### config.mk
export PLATFORM = sky130hd
export DESIGN_NAME = robot_pose_tracker
export DESIGN_NICKNAME = d
export VERILOG_FILES = /design/src/rtl/robot_pose_tracker.sv
export SDC_FILE = /design/constraint.sdc
export NUM_CORES = 1
export LEC_CHECK = 0
export ABC_AREA = 1
export BUFFER_PORTS_ARGS = -buffer_cell sky130_fd_sc_hd__buf_2
export CORE_MARGIN = 2
export CORE_UTILIZATION = 60
export CTS_CLUSTER_SIZE = 40
export DETAILED_ROUTE_END_ITERATION = 16
export PLACE_DENSITY = 0.85
export SYNTH_ARGS = -nofsm -noshare
export SYNTH_HDL_FRONTEND = slang
export SYNTH_SLANG_ARGS = --single-unit
### constraint.sdc
create_clock -name clock_50 -period 5 [get_ports clock_50]
set_clock_uncertainty 0.15 [all_clocks]
set_input_delay 0.5 -clock clock_50 [delete_from_list [all_inputs] [get_ports clock_50]]
set_output_delay 0.5 -clock clock_50 [all_outputs]
set_load 0.1 [all_outputs]
### src/rtl/robot_pose_tracker.sv
// Pose and bookkeeping unit for the pipe-cleaning robot: row/column/orientation on a
// ROWS x COLS map, with move/turn/remove counters, a stuck detector and a sticky anomaly flag.
module robot_pose_tracker #(
  parameter int unsigned ROWS         = 10,
  parameter int unsigned COLS         = 20,
  parameter int unsigned ROW_W        = 4,
  parameter int unsigned COL_W        = 5,
  parameter int unsigned START_ROW    = 1,
  parameter int unsigned START_COL    = 1,
  parameter logic [1:0]  START_ORIENT = 2'b00,
  parameter bit          TURN_CW      = 1'b1,
  parameter int unsigned CNT_W        = 16,
  parameter int unsigned STUCK_LIMIT  = 8
) (
  input  logic             clock_50,
  input  logic             reset_key,
  input  logic             step,
  input  logic             front,
  input  logic             turn,
  input  logic             remove,
  input  logic             blocked_ahead,
  input  logic             load_pose,
  input  logic [ROW_W-1:0] load_row,
  input  logic [COL_W-1:0] load_col,
  input  logic [1:0]       load_orient,
  output logic [ROW_W-1:0] robot_row,
  output logic [COL_W-1:0] robot_column,
  output logic [1:0]       robot_orientation,
  output logic             bump,
  output logic             conflict,
  output logic             stuck,
  output logic             anomalous,
  output logic [CNT_W-1:0] move_count,
  output logic [CNT_W-1:0] turn_count,
  output logic [CNT_W-1:0] remove_count
);

  localparam int unsigned SC_W = $clog2(STUCK_LIMIT + 1);
  localparam logic [1:0] OR_N = 2'b00;
  localparam logic [1:0] OR_S = 2'b01;
  localparam logic [1:0] OR_E = 2'b10;
  localparam logic [1:0] OR_W = 2'b11;
  localparam logic [ROW_W:0]   ROW_ONE  = (ROW_W + 1)'(1);
  localparam logic [COL_W:0]   COL_ONE  = (COL_W + 1)'(1);
  localparam logic [ROW_W:0]   ROW_MAX  = (ROW_W + 1)'(ROWS);
  localparam logic [COL_W:0]   COL_MAX  = (COL_W + 1)'(COLS);
  localparam logic [SC_W-1:0]  SC_LIMIT = SC_W'(STUCK_LIMIT);
  localparam logic [SC_W-1:0]  SC_ONE   = SC_W'(1);
  localparam logic [CNT_W-1:0] CNT_ONE  = CNT_W'(1);

  logic [ROW_W-1:0] row_q, row_d;
  logic [COL_W-1:0] col_q, col_d;
  logic [1:0]       orient_q, orient_d;
  logic             bump_q, bump_d;
  logic             conflict_q, conflict_d;
  logic             stuck_q, stuck_d;
  logic             anom_q, anom_d;
  logic [CNT_W-1:0] move_cnt_q, move_cnt_d;
  logic [CNT_W-1:0] turn_cnt_q, turn_cnt_d;
  logic [CNT_W-1:0] rem_cnt_q, rem_cnt_d;
  logic [SC_W-1:0]  stuck_cnt_q, stuck_cnt_d;

  logic [ROW_W:0] tgt_row_s;
  logic [COL_W:0] tgt_col_s;
  logic           target_ok_s;
  logic           moved_s;

  function automatic logic [CNT_W-1:0] sat_inc(input logic [CNT_W-1:0] v);
    if (&v) begin
      sat_inc = v;
    end else begin
      sat_inc = v + CNT_ONE;
    end
  endfunction

  function automatic logic [1:0] rotate(input logic [1:0] o);
    case (o)
      OR_N:    rotate = TURN_CW ? OR_E : OR_W;
      OR_E:    rotate = TURN_CW ? OR_S : OR_N;
      OR_S:    rotate = TURN_CW ? OR_W : OR_E;
      OR_W:    rotate = TURN_CW ? OR_N : OR_S;
      default: rotate = o;
    endcase
  endfunction

  // Target cell computed one bit wider so an off-map target is out of range instead of wrapping.
  always_comb begin
    tgt_row_s = {1'b0, row_q};
    tgt_col_s = {1'b0, col_q};
    case (orient_q)
      OR_N:    tgt_row_s = {1'b0, row_q} - ROW_ONE;
      OR_S:    tgt_row_s = {1'b0, row_q} + ROW_ONE;
      OR_E:    tgt_col_s = {1'b0, col_q} + COL_ONE;
      OR_W:    tgt_col_s = {1'b0, col_q} - COL_ONE;
      default: tgt_row_s = {1'b0, row_q};
    endcase
    target_ok_s = !blocked_ahead &&
                  (tgt_row_s >= ROW_ONE) && (tgt_row_s <= ROW_MAX) &&
                  (tgt_col_s >= COL_ONE) && (tgt_col_s <= COL_MAX);
  end

  // Step/load next-state: load beats step, turn beats front, remove counts independently.
  always_comb begin
    row_d       = row_q;
    col_d       = col_q;
    orient_d    = orient_q;
    bump_d      = 1'b0;
    conflict_d  = 1'b0;
    stuck_d     = stuck_q;
    anom_d      = anom_q;
    move_cnt_d  = move_cnt_q;
    turn_cnt_d  = turn_cnt_q;
    rem_cnt_d   = rem_cnt_q;
    stuck_cnt_d = stuck_cnt_q;
    moved_s     = 1'b0;
    if (load_pose) begin
      row_d       = load_row;
      col_d       = load_col;
      orient_d    = load_orient;
      stuck_cnt_d = '0;
      stuck_d     = 1'b0;
      anom_d      = anom_q || (load_row == '0) || ({1'b0, load_row} > ROW_MAX) ||
                    (load_col == '0) || ({1'b0, load_col} > COL_MAX);
    end else if (step) begin
      if (remove) begin
        rem_cnt_d = sat_inc(rem_cnt_q);
      end else begin
        rem_cnt_d = rem_cnt_q;
      end
      if (turn) begin
        orient_d   = rotate(orient_q);
        turn_cnt_d = sat_inc(turn_cnt_q);
        conflict_d = front;
      end else if (front) begin
        if (target_ok_s) begin
          row_d      = tgt_row_s[ROW_W-1:0];
          col_d      = tgt_col_s[COL_W-1:0];
          move_cnt_d = sat_inc(move_cnt_q);
          moved_s    = 1'b1;
        end else begin
          bump_d = 1'b1;
        end
      end else begin
        moved_s = 1'b0;
      end
      if (moved_s) begin
        stuck_cnt_d = '0;
        stuck_d     = 1'b0;
      end else begin
        if (stuck_cnt_q >= SC_LIMIT) begin
          stuck_cnt_d = SC_LIMIT;
        end else begin
          stuck_cnt_d = stuck_cnt_q + SC_ONE;
        end
        stuck_d = (stuck_cnt_d >= SC_LIMIT);
      end
    end else begin
      moved_s = 1'b0;
    end
  end

  // State registers; reset discards any command in flight.
  always_ff @(posedge clock_50 or negedge reset_key) begin
    if (!reset_key) begin
      row_q       <= ROW_W'(START_ROW);
      col_q       <= COL_W'(START_COL);
      orient_q    <= START_ORIENT;
      bump_q      <= 1'b0;
      conflict_q  <= 1'b0;
      stuck_q     <= 1'b0;
      anom_q      <= 1'b0;
      move_cnt_q  <= '0;
      turn_cnt_q  <= '0;
      rem_cnt_q   <= '0;
      stuck_cnt_q <= '0;
    end else begin
      row_q       <= row_d;
      col_q       <= col_d;
      orient_q    <= orient_d;
      bump_q      <= bump_d;
      conflict_q  <= conflict_d;
      stuck_q     <= stuck_d;
      anom_q      <= anom_d;
      move_cnt_q  <= move_cnt_d;
      turn_cnt_q  <= turn_cnt_d;
      rem_cnt_q   <= rem_cnt_d;
      stuck_cnt_q <= stuck_cnt_d;
    end
  end

  assign robot_row         = row_q;
  assign robot_column      = col_q;
  assign robot_orientation = orient_q;
  assign bump              = bump_q;
  assign conflict          = conflict_q;
  assign stuck             = stuck_q;
  assign anomalous         = anom_q;
  assign move_count        = move_cnt_q;
  assign turn_count        = turn_cnt_q;
  assign remove_count      = rem_cnt_q;

endmodule

# [After elaboration in Yosys (flattened, before gate mapping)]
# Cells that the tools add are included.
[totals] inputBits=19 rom_bits=0 word_cells=99 out_inout_bits=63 n_memories=0 ram_bits=0 latchBits=0 reg_bits=67
[op_classes] n_lt_le_gt_ge=8 n_shift=0 multipliers=0 reduce_logical=24 div=0 bitwise=5 muxes=39 eq_ne=4 add_sub_neg=8
[op_table] cell="adder 16 x 1 -> 16 bit, second input constant" count=3
[op_table] cell="2-to-1 mux 4 bit" count=12
[op_table] cell="AND reduction 16 bit" count=3
[op_table] cell="2-to-1 mux 5 bit" count=5
[op_table] cell="2-to-1 mux 1 bit" count=16
[op_table] cell="case mux 6 bit (2 select lines)" count=1
[op_table] cell="AND reduction 4 bit" count=3
[op_table] cell="case mux 5 bit (2 select lines)" count=1
[op_table] cell="greater-or-equal comparator 4 bit, second input constant" count=2
[op_table] cell="case mux 2 bit (4 select lines)" count=1
[op_table] cell="nonzero test 2 bit" count=4
[op_table] cell="adder 5 x 1 -> 6 bit, second input constant" count=1
[op_table] cell="greater-or-equal comparator 6 x 1 -> 1 bit, second input constant" count=1
[op_table] cell="<= comparator 6 x 5 -> 1 bit, second input constant" count=1
[op_table] cell="2-to-1 mux 2 bit" count=3
[op_table] cell="AND reduction 6 bit" count=1
[op_table] cell="subtractor 5 x 1 -> 6 bit, second input constant" count=1
[op_table] cell="adder 4 x 1 -> 5 bit, second input constant" count=1
[op_table] cell="greater-or-equal comparator 5 x 1 -> 1 bit, second input constant" count=1
[op_table] cell="greater-than comparator 5 bit, second input constant" count=1
[op_table] cell="<= comparator 5 x 4 -> 1 bit, second input constant" count=1
[op_table] cell="logical NOT 5 bit" count=1
[op_table] cell="NOT 1 bit" count=5
[op_table] cell="subtractor 4 x 1 -> 5 bit, second input constant" count=1
[op_table] cell="other kinds (11)" count=18

# [Logic depth before layout (Yosys ltp)]
# Gate-level depths: netlist (run 1).
[logic_depth] ltp_word=19 depth_mapped=19 depth_no_buf=19

# [Worst setup path before layout (run 1)]
# OpenSTA, ideal clock, no wires.
[synth_path] path_type="flip-flop to flip-flop" start="register orient_q[1] (netlist: robot_orientation[1])" end="register move_cnt_q[2] (netlist: move_count[2])" path_slack_ns=1.624 required_ns=4.726 setup_time_ns=0.124 path_stages_with_launch=14 n_path_buf=1 period_less_slack_ns=3.376 arrival_ns=3.102 path_cell_list="dfrtp_1 > inv_1 > ha_1 > inv_1 > fa_1 > o21ai_0 > o21ai_0 > nand3_1 > nand3_1 > a21oi_4 > nand3_4 > buf_6 > nand2_2 > o21ai_2"
[synth_via] elab_chain_len=8 elab_cells_between_ends=15 classes_between="4 x order compare; 3 x eq/ne; 2 x mux; 6 x reduce/logical"
[synth_lines] element="start, declared" line="53" rtl="logic [1:0] orient_q, orient_d;"
[synth_lines] element="start signal, assigned" line="179" rtl="orient_q <= orient_d;"
[synth_lines] element="== test 2 x 1 -> 1 bit / logical NOT 2 bit (equally long branches)" line="90" rtl="case (orient_q)"
[synth_lines] element="case mux 5 bit (2 select lines)" line="90"
[synth_lines] element="greater-or-equal comparator 5 x 1 -> 1 bit" line="98" rtl="(tgt_row_s >= ROW_ONE) && (tgt_row_s <= ROW_MAX) &&"
[synth_lines] element="logical AND 1 bit" line="97" rtl="target_ok_s = !blocked_ahead &&"
[synth_lines] element="logical AND 1 bit (2 in a row)" line="98"
[synth_lines] element="logical AND 1 bit (*)" line="99" rtl="(tgt_col_s >= COL_ONE) && (tgt_col_s <= COL_MAX);"
[synth_lines] element="AND reduction 6 bit (no line) (*)"
[synth_lines] element="end signal, assigned" line="184" rtl="move_cnt_q <= move_cnt_d;"
[synth_lines] element="end, declared" line="58" rtl="logic [CNT_W-1:0] move_cnt_q, move_cnt_d;"
# Mark *: on every way between the ends. The rest lies on a longest branch, timed or not.
# A chain may end at the register's enable or synchronous reset.

# [Worst setup path in the final report (run 1)]
[layout_path] start="register orient_q[1] (netlist: robot_orientation[1])" end="register move_cnt_q[1] (netlist: move_count[1])"
# The elaborated chain is that of the path after synthesis.

==> qor.yml, run 1 <==
synth.top_cell.area_share: 0.3729
antenna_found_initial: 0
final_common_cell: "nand2_1"
totalNegativeSetupSlack_ps: 0
async_flop_share: 1.000
hold_path_class: "primary input to flop"
synth_cells: 567
fmax_mhz: 314.5
max-vdd-ir-drop_mv: 0.4635
status: "complete, no violations"
whs_ps: 248.4
yosysTopAreaCell: "dfrtp_1"
final_cell_mix: "nand2_1 (139), buf_2 (81), inv_1 (79)"
vias: 3924
start_util: 0.6112
dr.pass1.iters: 5
grt.total_usage: 0.2476
utilization: 0.7139
die_w_um: 89.26
syn_nets: 601
ys_top_cells_by_area: "dfrtp_1 (37%), nand2_1 (12%), inv_1 (6.8%)"
yosysWarnings: 0
cp-start-kind: "flop"
routed_wl_mm: 9.472
postRouteAntennaNets: 0
end_kind: "flop"
fillers: 603
dieArea_um2: 7967
cp_max_fo: 31
pin_count: 82
powerDensity_nw_per_um2: 465.2
slew_viol_final: 0
drt-initial-drc-count: 184
cts_tree: "yes"
antenna-diode-count: 0
io_buffers: 81
cts_root_buffer: "clkbuf_8"
path_clk_slew_ps: 70
die_h_um: 89.26
syn_to_final_growth_pct: 16.81
cts_buffer_depth: 2
yosysUniqueCellTypes: 37
grt_pass1_wl_mm: 15.35
relSlewSlack: 0.6142
row_count: 31
grt_max_degree: 47
htreeDepth: 3
routedWlPerCell_um: 12.51
drc: 0
worst_slew_pin_slew_ps: 578.1
path_class: "flop to flop"
grt_remaining_overflow: 0
place.detailed.hpwl_mm: 7.160
rsz0062_at_grt: "false"
avgSynthCellArea_um2: 7.693
synthFlopType: "dfrtp_1"
setup_viol: 0
max-cap-violations: 0
numClockSinks: 67
synth_edf_count: 0
grt_pass1_vias: 3568
fin_crit_ps: 3180
numCtsBuffers: 9
gp_congestion: 0.9384
coreArea_um2: 7137
power_uw: 2370
cp.arrival_ps: 3250
hold_viol: 0
syn_area_um2: 4362
p_leak_uw: 0.002567
yosysSeqAreaShare: 0.3850
clock_latency_ps: 350
critPathRequiredTime_ps: 5070
fin_crit_sh: 0.6359
drive_above_1_share: 0.2264
nets: 687
ys_seq_elements: 67
vias_per_cell: 5.184
routing by layer:
layer  GRT usage  wire, µm  up-vias
li1            -         -     1970
met1      0.2983      4087     1832
met2      0.4404      4798      109
met3     0.05355       452       13
met4     0.08005       134        0
met5           0         0        -
flip-flops by register name, summed over array words and instances, names as in the netlist:
register           count
robot_column           5
turn_count            16
robot_row              4
stuck                  1
move_count            16
bump                   1
anomalous              1
conflict               1
robot_orientation      2
remove_count          16
stuck_cnt_q            4
where the power goes:
group | switching (µW) | total, µW | internal [µW]
registers | 98.6 | 720 | 622
clock network | 217 | 549 | 332
logic | 889 | 1100 | 212
logic make-up after synthesis:
kind of cell | share of synthesized area
multiplexers | 0.005163
AND/OR/NAND/NOR | 0.3135
XOR/XNOR | 0.09638
buffers and inverters | 0.08319
AO/OA/AOI/OAI | 0.07200
adder cells (fa/ha/maj) | 0.04475
flip-flops | 0.3850
path summary, 6_finish.rpt:
| check | from | endpoint | depth (start not counted) | slack (ps) |
|---|---|---|---|---|
| worst max-delay path | robot_orientation[1] | move_count[1] | 12 | 1820 |
| worst min-delay path | load_orient[1] | robot_orientation[1] | 3 | 250 |
| worst max register to register | robot_orientation[1] | move_count[1] | 12 | 1820 |
| worst min register to register | anomalous | anomalous | 1 | 300 |
| max in group asynchronous | reset_key | remove_count[11] | 3 | 3230 |
| min in group asynchronous | reset_key | move_count[4] | 2 | 500 |
synth_stat cells (3+ instances only):
cell type	number
a21oi_1	7
nor3b_1	3
nor2_2	4
inv_2	3
nand4_1	12
xnor2_1	17
nor3_1	11
o21ai_0	16
ha_1	14
dfrtp_1	65
nor4_1	6
buf_6	3
nand3_1	45
inv_1	79
nand2_1	139
o21ai_1	3
nand3_2	3
nand2_2	16
o21ai_2	15
clkbuf_1	3
nor2_1	51
xor2_1	31
metrics by stage:
step,std cells,worst slack (ps),area (µm²)
after floorplan,567,1624,4362
after global placement,740,1956,4843
after detailed placement,740,1840,4843
after CTS,757,1823,5095
after global routing,757,1572,5095
final,757,1820,5095
worst max-delay path, stage by stage, from the launching register on:
cell	delay, ps
dfrtp_1	410
inv_1	100
ha_1	220
inv_1	200
fa_1	440
o21ai_0	260
o21ai_0	130
nand3_1	80
nand3_1	110
a21oi_4	250
nand3_4	440
nand2_1	200
o21ai_2	60
layout make-up:
class	instances	area (µm²)	area share
clock buffer	10	127.6	0.02505
multi-input combinational	410	2320	0.4553
clock inverter	6	113.9	0.02235
inverter	82	307.8	0.06041
sequential	67	1679	0.3296
tap	99	123.9	0.02431
timing repair buffer	83	422.9	0.08301
what timing repair did:
action | 4_1_cts | 5_1_grt
endpoints found under the hold margin | 20 | 0
hold buffers | 1 | 0
resized for setup | 0 | 0
setup buffers | 0 | 0
endpoints found under the setup margin | 0 | 0
Power figures use the tool's default switching activity.
==> run 2, diff against run 1 <==
- CORE_UTILIZATION: 60 -> 56
- PLACE_DENSITY: 0.85 -> 0.8
- clock period: 5 -> 3.1 ns (I/O delays scaled with it)
==> run 2 against run 1 <==
The run now ends with hold timing left. Utilization shrank 3.3 points. Final cell count grew 2.0%. Via count grew 4.4%. First-iteration DRC count grew 30%. Flip-flop and latch count is the same. Sequential share of layout area shrank 0.65 points. Clock-buffer cell count grew 2. Critical path type unchanged.
==> qor.yml, run 2 (synthesis results as in run 1) <==
cts_buffer_depth: 2  # unchanged
antenna_found_initial: 0  # unchanged
dpl_cell_area_um2: 4872  # +0.59%
cp_max_fo: 8  # -74%
vias_per_cell: 5.308  # +2.4%
end_kind: "flop"
postLayoutCellArea_um2: 5205  # +2.2%
dr.pass1.iters: 5  # unchanged
seqPwrFrac: 0.306  # +0.002
cts_tree: "yes"
critPathSlowestCell: "dfrtp_2"
max-vdd-ir-drop_mv: 0.6044  # +30%
cp.arrival_ps: 3070  # -180 ps
antenna-diode-count: 0  # unchanged
htreeDepth: 3  # unchanged
critPathRequiredTime_ps: 3230  # -1840 ps
fmax_mhz: 340.3  # +8.2%
pin_count: 82  # unchanged
grt_max_degree: 48  # +2.1%
reg2regPathDepth: 18  # +6
cp-start-kind: "flop"
grt_pass1_vias: 3848  # +7.8%
reg2reg_from: "robot_orientation[1]"
status: "finished, violations left"
crit_top_cell: "nand2_1"
gp_congestion: 0.9085  # -3.2%
cpPeakStageDelay_ps: 440  # about the same
grt_pass1_wl_mm: 16.65  # +8.5%
violations: "hold timing"
postCtsHoldBufs: 0  # -1
totalNegativeSetupSlack_ps: 0  # unchanged
coreArea_um2: 7647  # +7.2%
reg2reg_slack_ps: 160  # -1660 ps
sw_frac_of_total: 0.5166  # +0.008665
share_comb_of_total_power: 0.485  # +0.020
worst_slew_pin_slew_ps: 1045  # +467.2 ps
pre_cts_slack_ps: 19.08  # -1821 ps
p_leak_uw: 0.002616  # +1.9%
clkPwrFrac: 0.209  # -0.023
vias: 4098  # +4.4%
reg2reg_to: "robot_column[4]"
cp_top_family: "simple AND/OR/NAND/NOR gates"
postRouteAntennaNets: 0  # unchanged
row_count: 32  # +3.2%
setup_viol: 0  # unchanged
slew_viol_final: 0  # unchanged
fin_ws_ps: 161.3  # -1659 ps
p_sw_uw: 1976  # +64%
cts_root_buffer: "clkbuf_8"
clock_latency_ps: 340  # about the same
path_buf_inv: 4  # +2
final_cell_mix: "nand2_1 (139), buf_2 (81), inv_1 (78)"
routedWlPerCell_um: 13.47  # +7.6%
grt.total_usage: 0.2412  # -0.006414
place.detailed.hpwl_mm: 7.302  # +2.0%
syn_to_final_growth_pct: 19.33
start_util: 0.5704  # -0.04080
grt_remaining_overflow: 0  # unchanged
drive_above_1_share: 0.2493  # +0.02281
relSlewSlack: 0.3032  # -0.3110
final_common_cell: "nand2_1"
powerDensity_nw_per_um2: 734.8  # +58%
numCtsBuffers: 9  # unchanged
routed_wl_mm: 10.40  # +9.8%
die_h_um: 92.26  # +3.4%
dieArea_um2: 8511  # +6.8%
rsz0062_at_grt: "false"
drt-initial-drc-count: 239  # +30%
p_int_uw: 1849  # +59%
path_clk_slew_ps: 70  # about the same
numClockSinks: 67  # unchanged
fin_crit_ps: 2939  # -240.8 ps
hold_path_class: "primary input to asynchronous set/reset pin"
die_w_um: 92.26  # +3.4%
hold_viol: 4  # +4
io_buffers: 81  # unchanged
fin_crit_sh: 0.9480  # +0.3121
drc: 0  # unchanged
whs_ps: -3.423  # -251.9 ps
nets: 700  # +1.9%
path_class: "flop to flop"
max-cap-violations: 0  # unchanged
path_cells: "inv_1 -> ha_2 -> inv_2 -> fa_1 -> inv_1 -> nand2_1 -> nand2_1 -> nand2_1 -> o21ai_1 -> o21ai_0 -> nand3_1 -> nand3_1 -> a21oi_4 -> buf_6 -> nand3_4 -> nand2_4 -> nand2_1 -> nand2_1"
run 2: changes by cell type in the layout (fill, tap and decap cells not counted), sizes merged:
cell	before	now
buf	82	94
bufinv	3	2
clkbuf	10	12
clkinvlp	2	0
dlygate4sd3	1	0
nand3	50	52
run 2: cell type report:
class,instances,area [µm²]
fill,661,2442
multi-input combinational,412,2359
sequential,67,1682
timing repair buffer,94,519.2
inverter,82,307.8
clock buffer,12,145.1
tap,102,127.6
clock inverter,3,65.06
run 2: how the worst max path moves through the flow:
stage	from	endpoint	slack (ps)	depth (start not counted)
2_1_floorplan	robot_orientation[1]	move_count[2]	50	13
3_3_place_gp	robot_orientation[1]	move_count[1]	160	16
3_5_place_dp	robot_orientation[1]	move_count[1]	20	12
4_1_cts	robot_orientation[1]	robot_row[3]	0.8	16
5_1_grt	robot_orientation[1]	robot_column[1]	10	18
6_report	robot_orientation[1]	robot_column[4]	160	18
run 2: stage by stage:
step,instances,utilization,power [µW]
CTS,762,0.6669,3785
finish,772,0.6806,3824
global route,772,0.6806,4009
floorplan,567,-,2634
detailed placement,746,0.6371,2973
global placement,746,0.6371,2924
run 2: timing repair:
item,4_1_cts,5_1_grt
pin swaps,1,2
buffers inserted,0,9
cloned,1,1
gates resized for setup,1,5
setup endpoints to repair,14,30
run 2: metal layers:
layer / routed length [µm] / GRT usage / up-vias / part of all wire
li1: - / - / 1995 / -
met1: 4486 / 0.3018 / 1939 / 0.43
met2: 5179 / 0.4277 / 136 / 0.50
met3: 478 / 0.03040 / 28 / 0.046
met4: 252 / 0.08706 / 0 / 0.024
met5: 0 / 0 / - / 0
run 2: power groups by stage:
stage          Sequential, µW  Clock, µW  Combinational, µW
2_1_floorplan            2040          0                589
3_3_place_gp             1170          0               1750
3_5_place_dp             1180          0               1790
4_1_cts                  1170        806               1810
5_1_grt                  1190        847               1970
6_report                 1170        798               1860
==> run 3, diff against run 2 <==
- clock period: 3.1 -> 2.87 ns (I/O delays scaled with it)
==> run 3 against run 2 <==
The run now ends clean. Final area rose by 2.3%. Die area did not move. Clock-buffer cell count fell by 1. Combinational power rose by 11%. Register-to-register slack got worse by 70 ps. Via count rose by 0.59%. Critical endpoint is now move_count[10]. Largest power group unchanged. Highest routed layer unchanged.
==> qor.yml, run 3 (synthesis results as in run 1) <==
status: "complete, no violations"
hold_path_depth: 3
cts_root_buffer: "clkbuf_8"
fin_crit_ps: 2783  # -156.0 ps
regArea_um2: 1689  # +0.45%
worst_slew_pin_slew_ps: 799.5  # -245.7 ps
path_cells: "ha_4 -> inv_2 -> fa_2 -> o21ai_2 -> o21ai_1 -> nand3_1 -> nand3_1 -> a21oi_4 -> nand3_4 -> buf_12 -> nand2_2 -> o21ai_2"
dr.pass1.iters: 5  # unchanged
sw_frac_of_total: 0.5221  # +0.005538
max-vdd-ir-drop_mv: 0.6928  # +15%
grt_pass1_wl_mm: 16.77  # +0.71%
end_kind: "flop"
pin_count: 82  # unchanged
numCtsBuffers: 9  # unchanged
vias: 4122  # +0.59%
grt.total_usage: 0.2420  # +0.0008375
place.detailed.hpwl_mm: 7.568  # +3.7%
seqPwrFrac: 0.309  # +0.003
cpPeakStageDelay_ps: 530  # +90 ps
fillers: 642  # -2.9%
io_buffers: 81  # unchanged
relSlewSlack: 0.4670  # +0.1638
cp_max_fo: 8  # unchanged
cts_buffer_depth: 2  # unchanged
hold_viol: 0  # -4
reg2reg_slack_ps: 90  # -70 ps
reg2reg_to: "move_count[10]"
drc: 0  # unchanged
multi_input_area_um2: 2416  # +2.4%
drt-initial-drc-count: 201  # -16%
fmax_mhz: 359.4  # +5.6%
coreArea_um2: 7647  # unchanged
cp-start-kind: "flop"
die_h_um: 92.26  # unchanged
hold_path_class: "primary input to flop"
vias_per_cell: 5.319  # +0.20%
worstHoldEndpoint: "robot_orientation[1]"
setup_viol: 0  # unchanged
postRouteAntennaNets: 0  # unchanged
whs_ps: 47.65  # +51.07 ps
clkPwrFrac: 0.189  # -0.020
dieArea_um2: 8511  # unchanged
dpl_cell_area_um2: 4935  # +1.3%
htreeDepth: 3  # unchanged
grt_remaining_overflow: 0  # unchanged
powerDensity_nw_per_um2: 773.1  # +5.2%
fin_crit_sh: 0.9696  # +0.02161
postLayoutCellArea_um2: 5325  # +2.3%
p_sw_uw: 2149  # +8.8%
grt_pass1_vias: 3901  # +1.4%
critPathRequiredTime_ps: 2950  # -280 ps
die_w_um: 92.26  # unchanged
drive_above_1_share: 0.2734  # +0.02415
p_int_uw: 1967  # +6.4%
antenna-diode-count: 0  # unchanged
start_util: 0.5704  # unchanged
clock_latency_ps: 340  # about the same
nets: 702  # +0.29%
row_count: 32  # unchanged
share_comb_of_total_power: 0.502  # +0.017
numClockSinks: 67  # unchanged
slew_viol_final: 0  # unchanged
utilization: 0.6963  # +0.01571
syn_to_final_growth_pct: 22.09
cp.arrival_ps: 2860  # -210 ps
critPathSlowestCell: "dfrtp_4"
path_class: "flop to flop"
fin_ws_ps: 87.33  # -73.99 ps
final_common_cell: "nand2_1"
grt_max_degree: 36  # -25%
antenna_found_initial: 0  # unchanged
max-cap-violations: 0  # unchanged
p_leak_uw: 0.002656  # +1.5%
pre_cts_slack_ps: 42.37  # +23.28 ps
hold_start: "load_orient[1]"
routedWlPerCell_um: 13.39  # -0.54%
cts_tree: "yes"
reg2regPathDepth: 12  # -6
path_clk_slew_ps: 70  # about the same
routed_wl_mm: 10.38  # -0.15%
power_uw: 4117  # +7.6%
reg2reg_from: "robot_orientation[0]"
gp_congestion: 0.9131  # +0.51%
crit_start: "robot_orientation[0]"
final_cell_mix: "nand2_1 (138), buf_2 (81), inv_1 (77)"
==> run 3: what timing repair did <==
item                       4_1_cts  5_1_grt
hold endpoints to repair        31        0
buffers inserted                 0        5
hold buffers                     1        0
setup endpoints to repair        0       30
gates resized for setup          0       19
==> run 3: power groups by stage <==
stage | clock, µW | combinational (µW) | sequential [µW]
CTS | 792 | 1950 | 1260
global route | 836 | 2210 | 1300
global placement | 0 | 1900 | 1270
floorplan | 0 | 638 | 2210
detailed placement | 0 | 1940 | 1280
finish | 777 | 2070 | 1270
==> run 3: worst max-delay path by stage <==
stage	slack [ps]	end
global placement	110	move_count[1]
floorplan	6	move_count[2]
global route	-40	move_count[1]
CTS	8	move_count[10]
detailed placement	40	move_count[15]
finish	90	move_count[10]
==> run 3: layout make-up <==
cell class | count | share of cell area
repair buffers | 97 | 0.1104
well taps | 102 | 0.02397
clock inverters | 5 | 0.009868
multi-input cells | 411 | 0.4537
clock buffers | 11 | 0.02655
inverters | 82 | 0.05827
flip-flops and latches | 67 | 0.3172
==> run 3: worst max-delay path: cells and delay by family (launching register included) <==
kind	cells	cell delay, ps
fa+ha+maj	2	640
flops	1	530
buf+inv	2	290
compound gates	4	610
simple gates	4	440
==> run 3: metrics by stage <==
stage          std cells  TNS [ps]
3_3_place_gp         750         0
4_1_cts              767         0
2_1_floorplan        567         0
6_report             775         0
3_5_place_dp         750         0
5_1_grt              775    -236.7
==> run 3: per-layer routing <==
layer  track usage  part of all wire
met1        0.3022              0.42
met2        0.4093              0.50
met3       0.03780             0.047
met4        0.1182             0.027
met5             0                 0
